$ cat config.mk
export PLATFORM = sky130hd
export DESIGN_NAME = clkdiv_ctrl_flat
export DESIGN_NICKNAME = d
export VERILOG_FILES = /design/src/rtl/clkdiv_pkg.sv /design/src/rtl/clkdiv_ctrl_if.sv /design/src/rtl/clkdiv_cnt.sv /design/src/rtl/clkdiv_ctrl.sv /design/src/flat_wrapper.sv
export SDC_FILE = /design/constraint.sdc
export NUM_CORES = 1
export LEC_CHECK = 0
export ABC_AREA = 1
export BUFFER_PORTS_ARGS = -buffer_cell sky130_fd_sc_hd__buf_2
export CORE_MARGIN = 10
export CORE_UTILIZATION = 40
export DETAILED_ROUTE_END_ITERATION = 16
export HOLD_SLACK_MARGIN = 0.12
export PLACE_DENSITY = 0.68
export SETUP_SLACK_MARGIN = 0.3
export SKIP_CTS_REPAIR_TIMING = 1
export SYNTH_ARGS = -nofsm -noshare
export SYNTH_HDL_FRONTEND = slang
export SYNTH_SLANG_ARGS = --single-unit
$ cat constraint.sdc
create_clock -name clk_i -period 1.85 [get_ports clk_i]
set_input_delay 0.2775 -clock clk_i [delete_from_list [all_inputs] [get_ports clk_i]]
set_output_delay 0.2775 -clock clk_i [all_outputs]
set_load 0.01 [all_outputs]
$ cat src/rtl/clkdiv_pkg.sv
// Shared types and helpers for the clock-divider controller slice.
// Optional feature macro used by this slice: CLKDIV_CTRL_SETTLE_EN.
package clkdiv_pkg;

    localparam int unsigned CNT_W = 4;

    typedef logic [1:0] sel_t;

    typedef enum logic [1:0] {
        ST_RUN,
        ST_DRAIN,
        ST_SETTLE,
        ST_APPLY
    } state_t;

    // Divide ratio P = 2^(sel+1): 2, 4, 8, 16.
    function automatic logic [CNT_W:0] period_of(input sel_t sel);
        logic [CNT_W:0] one;
        one = {{CNT_W{1'b0}}, 1'b1};
        return one << ({1'b0, sel} + 3'd1);
    endfunction

endpackage

$ cat src/rtl/clkdiv_ctrl_if.sv
// Ratio-change request handshake between the requester and clkdiv_ctrl.
interface clkdiv_ctrl_if;
    import clkdiv_pkg::*;

    logic req_valid_i;
    sel_t req_sel_i;
    logic req_ready_o;

    modport master (output req_valid_i, output req_sel_i, input req_ready_o);
    modport slave  (input req_valid_i, input req_sel_i, output req_ready_o);

endinterface

$ cat src/rtl/clkdiv_cnt.sv
// Period counter for the divided clock: counts 0..P-1 and wraps, and
// reports the boundary of the current count plus compares on the next count
// so the owner can register dclk/tick directly from flops.
module clkdiv_cnt
    import clkdiv_pkg::*;
(
    input  logic clk_i,
    input  logic rst_i,
    input  sel_t sel_i,
    input  logic hold_i,
    input  logic clear_i,
    output logic boundary_o,
    output logic first_d_o,
    output logic low_half_d_o
);

    logic [CNT_W-1:0] cnt_q, cnt_d;
    logic [CNT_W:0]   period;
    logic [CNT_W-1:0] last;
    logic [CNT_W-1:0] half;

    // Next count and the compares derived from it.
    always_comb begin
        period       = period_of(sel_i);
        last         = period[CNT_W-1:0] - CNT_W'(1);
        half         = period[CNT_W:1];
        boundary_o   = (cnt_q == last);
        cnt_d        = cnt_q;
        if (clear_i) begin
            cnt_d = '0;
        end else if (!hold_i) begin
            cnt_d = boundary_o ? '0 : cnt_q + CNT_W'(1);
        end
        first_d_o    = (cnt_d == '0);
        low_half_d_o = (cnt_d < half);
    end

    // Counter register.
    always_ff @(posedge clk_i) begin
        if (rst_i) begin
            cnt_q <= '0;
        end else begin
            cnt_q <= cnt_d;
        end
    end

endmodule

$ cat src/rtl/clkdiv_ctrl.sv
// Divided-clock sequencing controller: owns the ratio select, gates the
// output at period boundaries and performs glitch-free ratio switches.
// Define CLKDIV_CTRL_SETTLE_EN to insert SETTLE_CYC low cycles between
// ratios; without it the single APPLY cycle is the only low gap.
module clkdiv_ctrl
    import clkdiv_pkg::*;
#(
    parameter int unsigned SETTLE_CYC = 4,
    parameter sel_t        RST_SEL    = 2'd0
) (
    input  logic                clk_i,
    input  logic                rst_i,
    input  logic                en_i,
    clkdiv_ctrl_if.slave        req_if,
    output logic                dclk_o,
    output logic                tick_o,
    output sel_t                sel_o,
    output logic                busy_o,
    output logic                done_o
);

    if (SETTLE_CYC == 0 || SETTLE_CYC > 15) begin : g_settle_range
        $error("SETTLE_CYC must be in 1..15");
    end

    state_t state_q, state_d;
    sel_t   sel_q, sel_d;
    sel_t   pend_q, pend_d;
    logic   gate_q, gate_d;
    logic   dclk_q, dclk_d;
    logic   tick_q, tick_d;
    logic   ready_q, busy_q, done_q;
    logic   accept;
    logic   boundary, first_d, low_half_d;
    logic   cnt_hold, cnt_clear;

`ifdef CLKDIV_CTRL_SETTLE_EN
    localparam logic [3:0] SETTLE_LAST = 4'(SETTLE_CYC - 1);
    localparam state_t     ST_SWITCH   = ST_SETTLE;
    logic [3:0] scnt_q, scnt_d;
    assign cnt_hold = (state_q == ST_SETTLE);
`else
    localparam state_t     ST_SWITCH   = ST_APPLY;
    assign cnt_hold = 1'b0;
`endif

    assign cnt_clear = (state_q == ST_APPLY);
    assign accept    = req_if.req_valid_i && ready_q;

    clkdiv_cnt u_cnt (
        .clk_i        (clk_i),
        .rst_i        (rst_i),
        .sel_i        (sel_q),
        .hold_i       (cnt_hold),
        .clear_i      (cnt_clear),
        .boundary_o   (boundary),
        .first_d_o    (first_d),
        .low_half_d_o (low_half_d)
    );

    // Next-state and next-output decode for the switch sequence.
    always_comb begin
        state_d = state_q;
        sel_d   = sel_q;
        pend_d  = pend_q;
        gate_d  = gate_q;
`ifdef CLKDIV_CTRL_SETTLE_EN
        scnt_d  = '0;
`endif
        case (state_q)
            ST_RUN: begin
                if (boundary) begin
                    gate_d = en_i;
                end
                if (accept) begin
                    pend_d  = req_if.req_sel_i;
                    state_d = boundary ? ST_SWITCH : ST_DRAIN;
                end
            end
            ST_DRAIN: begin
                if (boundary) begin
                    state_d = ST_SWITCH;
                end
            end
`ifdef CLKDIV_CTRL_SETTLE_EN
            ST_SETTLE: begin
                if (scnt_q == SETTLE_LAST) begin
                    state_d = ST_APPLY;
                end else begin
                    scnt_d = scnt_q + 4'd1;
                end
            end
`endif
            ST_APPLY: begin
                gate_d  = en_i;
                state_d = ST_RUN;
            end
            default: state_d = ST_RUN;
        endcase
        // The new select is already visible during the APPLY cycle, so the
        // counter restarts on the new ratio straight out of APPLY.
        if (state_d == ST_APPLY) begin
            sel_d = pend_d;
        end
        // DRAIN keeps the old period running so its last pulse is never cut.
        dclk_d = gate_d && (state_d == ST_RUN || state_d == ST_DRAIN) && low_half_d;
        tick_d = gate_d && (state_d == ST_RUN) && first_d;
    end

    // FSM and registered outputs.
    always_ff @(posedge clk_i) begin
        if (rst_i) begin
            state_q <= ST_RUN;
            sel_q   <= RST_SEL;
            pend_q  <= RST_SEL;
            gate_q  <= 1'b0;
            dclk_q  <= 1'b0;
            tick_q  <= 1'b0;
            ready_q <= 1'b1;
            busy_q  <= 1'b0;
            done_q  <= 1'b0;
`ifdef CLKDIV_CTRL_SETTLE_EN
            scnt_q  <= '0;
`endif
        end else begin
            state_q <= state_d;
            sel_q   <= sel_d;
            pend_q  <= pend_d;
            gate_q  <= gate_d;
            dclk_q  <= dclk_d;
            tick_q  <= tick_d;
            ready_q <= (state_d == ST_RUN);
            busy_q  <= (state_d != ST_RUN);
            done_q  <= (state_d == ST_APPLY);
`ifdef CLKDIV_CTRL_SETTLE_EN
            scnt_q  <= scnt_d;
`endif
        end
    end

    assign req_if.req_ready_o = ready_q;
    assign dclk_o             = dclk_q;
    assign tick_o             = tick_q;
    assign sel_o              = sel_q;
    assign busy_o             = busy_q;
    assign done_o             = done_q;

endmodule

$ cat src/flat_wrapper.sv
// flat-port wrapper written by rule: the top's interface ports become plain ports
module clkdiv_ctrl_flat import clkdiv_pkg::*;
#(
    parameter int unsigned SETTLE_CYC = 4,
    parameter sel_t        RST_SEL    = 2'd0
)
  (clk_i, rst_i, en_i, dclk_o, tick_o, sel_o, busy_o, done_o, req_if_req_valid_i, req_if_req_sel_i, req_if_req_ready_o);
  clkdiv_ctrl_if req_if_i ();
  input  logic clk_i;
  input  logic rst_i;
  input  logic en_i;
  output logic dclk_o;
  output logic tick_o;
  output sel_t sel_o;
  output logic busy_o;
  output logic done_o;
  input wire logic [$bits(req_if_i.req_valid_i)-1:0] req_if_req_valid_i;
  input wire logic [$bits(req_if_i.req_sel_i)-1:0] req_if_req_sel_i;
  output wire logic [$bits(req_if_i.req_ready_o)-1:0] req_if_req_ready_o;
  assign req_if_i.req_valid_i = req_if_req_valid_i;
  assign req_if_i.req_sel_i = req_if_req_sel_i;
  assign req_if_req_ready_o = req_if_i.req_ready_o;
  clkdiv_ctrl #(.SETTLE_CYC(SETTLE_CYC), .RST_SEL(RST_SEL)) u_core (.clk_i(clk_i), .rst_i(rst_i), .en_i(en_i), .req_if(req_if_i), .dclk_o(dclk_o), .tick_o(tick_o), .sel_o(sel_o), .busy_o(busy_o), .done_o(done_o));
endmodule
==> results.cfg <==
[drt]
final_antenna_net_count = 0
vias_per_cell = 4.715
finalWirelength_um = 2107
drc = 0
detail_route.wl_per_cell_um = 12.77
vias = 778
drtIter0Drc = 12
dr.pass1.iters = 4

[floorplan]
die_h_um = 68.70
die_w_um = 68.70
core_um2 = 2233
rows = 17
start_util_pct = 42.47
num_io_pins = 13
die_area_um2 = 4719

[layout]
final_nets = 152
final_common_cell = inv_1
syn2layout_area_growth_pct = 29.16
drive_gt1_share_pct = 45.99
layout_common_cells = inv_1, nand2_1, buf_2, dfxtp_1, nor2_1
nFillCells = 220
num_antenna_cells = 0
fin_util_pct = 54.85

[logic_synthesis]
synth_fa_ha_area_share_pct = 10.55
synth_xor_area_share_pct = 1.847
synth_top_area_share_pct = 33.77
yosysSeqAreaShare_pct = 33.77
yosysWarnings = 0
synth_cell_types = 28
synth_top_family_by_area = simple AND/OR/NAND/NOR gates
yosys.area.top_type = dfxtp_1
synth_nets = 130
netlist_instances = 116
yosys.area_share.simple_pct = 33.77
ys_top_cells_by_area = dfxtp_1, ha_1, inv_1, nand2_1, nor2_1
muxShareOfSynthArea_pct = 2.111
syn_avg_cell_area_um2 = 8.176
synth-seq-cells = 16
synth_compound_area_share_pct = 6.596
synth_area_um2 = 948.4

[worst_setup_path]
regToRegSetupSlack_ns = 0.05
critPathMaxStageDelay_ns = 0.39
path_max_fanout = 6
cp.buffers_inverters = 0
critPathLaunchType = register
required_ns = 2.09
cp.arrival_ns = 2.04
r2r-start = u_core.sel_o[1]
critical_path_class = register to register
crit_family = simple AND/OR/NAND/NOR gates
cp_cell_sequence = nor2_4 -> nor2_2 -> nor2_2 -> nand3_4 -> nand2_4 -> nor2_4 -> ha_4 -> a21boi_2 -> o211ai_1 -> nand3_2 -> nor2_1
reg2reg_to = u_core.dclk_o
reg2reg_depth = 11
cp-end-kind = register
worst_path_max_delay_cell = dfxtp_4

[clock_tree]
tritoncts = yes
clock-root-buffer = clkbuf_4
numCtsBuffers = 3
cts.sinks = 16
path_clk_slew_ns = 0.11
cts_max_level = 1
clk-insertion-delay-late_ns = 0.30
clock_path_buffers = 2

[global_routing]
antenna_found_initial = 0
met2_usage_pct = 15.90
grt_overflow = 0
gr-usage-met3_pct = 2.899
grt_max_degree = 12
grt_use_met1_pct = 10.24
grt_pass1_vias = 803
grt_usage_pct = 9.292
grt_pass1_wl_um = 3374
grt-busiest-layer = met2

[timing]
setup_viol = 0
whs_ns = 0.2523
rsz0062_at_grt = true
relSlewSlack_pct = 75.71
fin_crit_sh_pct = 97.05
worstMarginPinSlew_ns = 0.3644
hold_violations = 0
finalClockSkew_ns = 0.006064
drv_slew = 0
clock.fmax_mhz = 557.0
min_period_ns = 1.795

[place]
dpl.hpwl_um = 1525
portBuffers = 12
gp_congestion = 0.8229

[run]
cap_violations = 0

[worst_hold_path]
hold_end = u_core.pend_q[0]
hold_path_depth = 3
min_from = req_if_req_sel_i[0]
hp-class = input port to register

[power]
p_leak_nw = 0.5848
ir_drop_mv = 0.9857
powerDensity_nw_per_um2 = 1797

[status]
status = finished, final reports clean
-- logic make-up after synthesis --
logic type / Yosys count
muxes: 2
AOI/OAI and AO/OA: 11
and+or+nand+nor: 55
buffers and inverters: 22
adders and majority gates: 8
xor gates and xnor gates: 2
DFF: 16
-- flip-flops by register name, indices dropped and copies added, names as in the netlist --
register,flops
u_core.state_q,2
u_core.u_cnt.cnt_q,4
u_core.dclk_o,1
u_core.gate_q,1
u_core.pend_q,2
u_core.busy_o,1
u_core.done_o,1
u_core.tick_o,1
u_core.sel_o,2
u_core.req_if.req_ready_o,1
-- report_power, final --
| group | internal [mW] | switching, mW | total [mW] |
|---|---|---|---|
| clock network | 0.120 | 0.123 | 0.243 |
| registers | 0.467 | 0.103 | 0.570 |
| logic | 0.587 | 0.801 | 1.39 |
| total | 1.17 | 1.03 | 2.20 |
-- metrics by stage --
| step | setup TNS (ns) | instance area [um^2] | setup WS [ns] | instances | power (mW) |
|---|---|---|---|---|---|
| 6_report | 0 | 1225 | 0.05452 | 165 | 2.202 |
| 5_1_grt | -0.03791 | 1225 | -0.03791 | 165 | 2.376 |
| 4_1_cts | 0 | 1060 | 0.01787 | 158 | 1.829 |
| 3_5_place_dp | 0 | 1023 | 0.04697 | 154 | 1.579 |
| 3_3_place_gp | 0 | 1023 | 0.1318 | 154 | 1.541 |
| 2_1_floorplan | 0 | 953.4 | 0.1602 | 116 | 1.375 |
-- tightest hold or removal path, delay by kind of cell --
family | cells | cell delay, ns
buffers and inverters | 1 | 0.08
multiplexers | 1 | 0.08
AND/OR/NAND/NOR | 1 | 0.08
-- layer usage --
metal	part of all wire, %	vias up	wire length [um]
met5	0	-	0
met4	1.6	0	34
met3	4.4	4	92
met2	51	12	1066
met1	43	357	913
li1	-	405	-
-- synthesized netlist by cell type (all sizes together) --
master	count
xor2	1
clkbuf	1
nor2	23
o211ai	1
nand3	7
nor3	3
inv	20
mux2i	2
o21ai	1
nand2	20
a21oi	7
ha	8
buf	1
a21boi	1
dfxtp	16
nand3b	2
xnor2	1
o21bai	1
-- worst max path at each step --
stage,from,to,slack [ns],depth (start not counted)
after global routing,u_core.sel_o[0],u_core.dclk_o,-0.04,11
after detailed placement,u_core.sel_o[1],u_core.dclk_o,0.05,10
after floorplan,u_core.sel_o[1],u_core.dclk_o,0.16,12
after CTS,u_core.sel_o[1],u_core.dclk_o,0.02,10
final,u_core.sel_o[1],u_core.dclk_o,0.05,11
after global placement,u_core.sel_o[1],u_core.dclk_o,0.13,11
-- area by class of cell --
cell class              instances  area (um^2)  area share, %
multi-input cells              78        621.8          50.77
flip-flops and latches         16        332.8          27.17
repair buffers                 19        116.4          9.500
inverters                      20        82.58          6.742
clock buffers                   4        36.28          2.962
well taps                      28        35.03          2.860
Power figures use the tool's default switching activity.
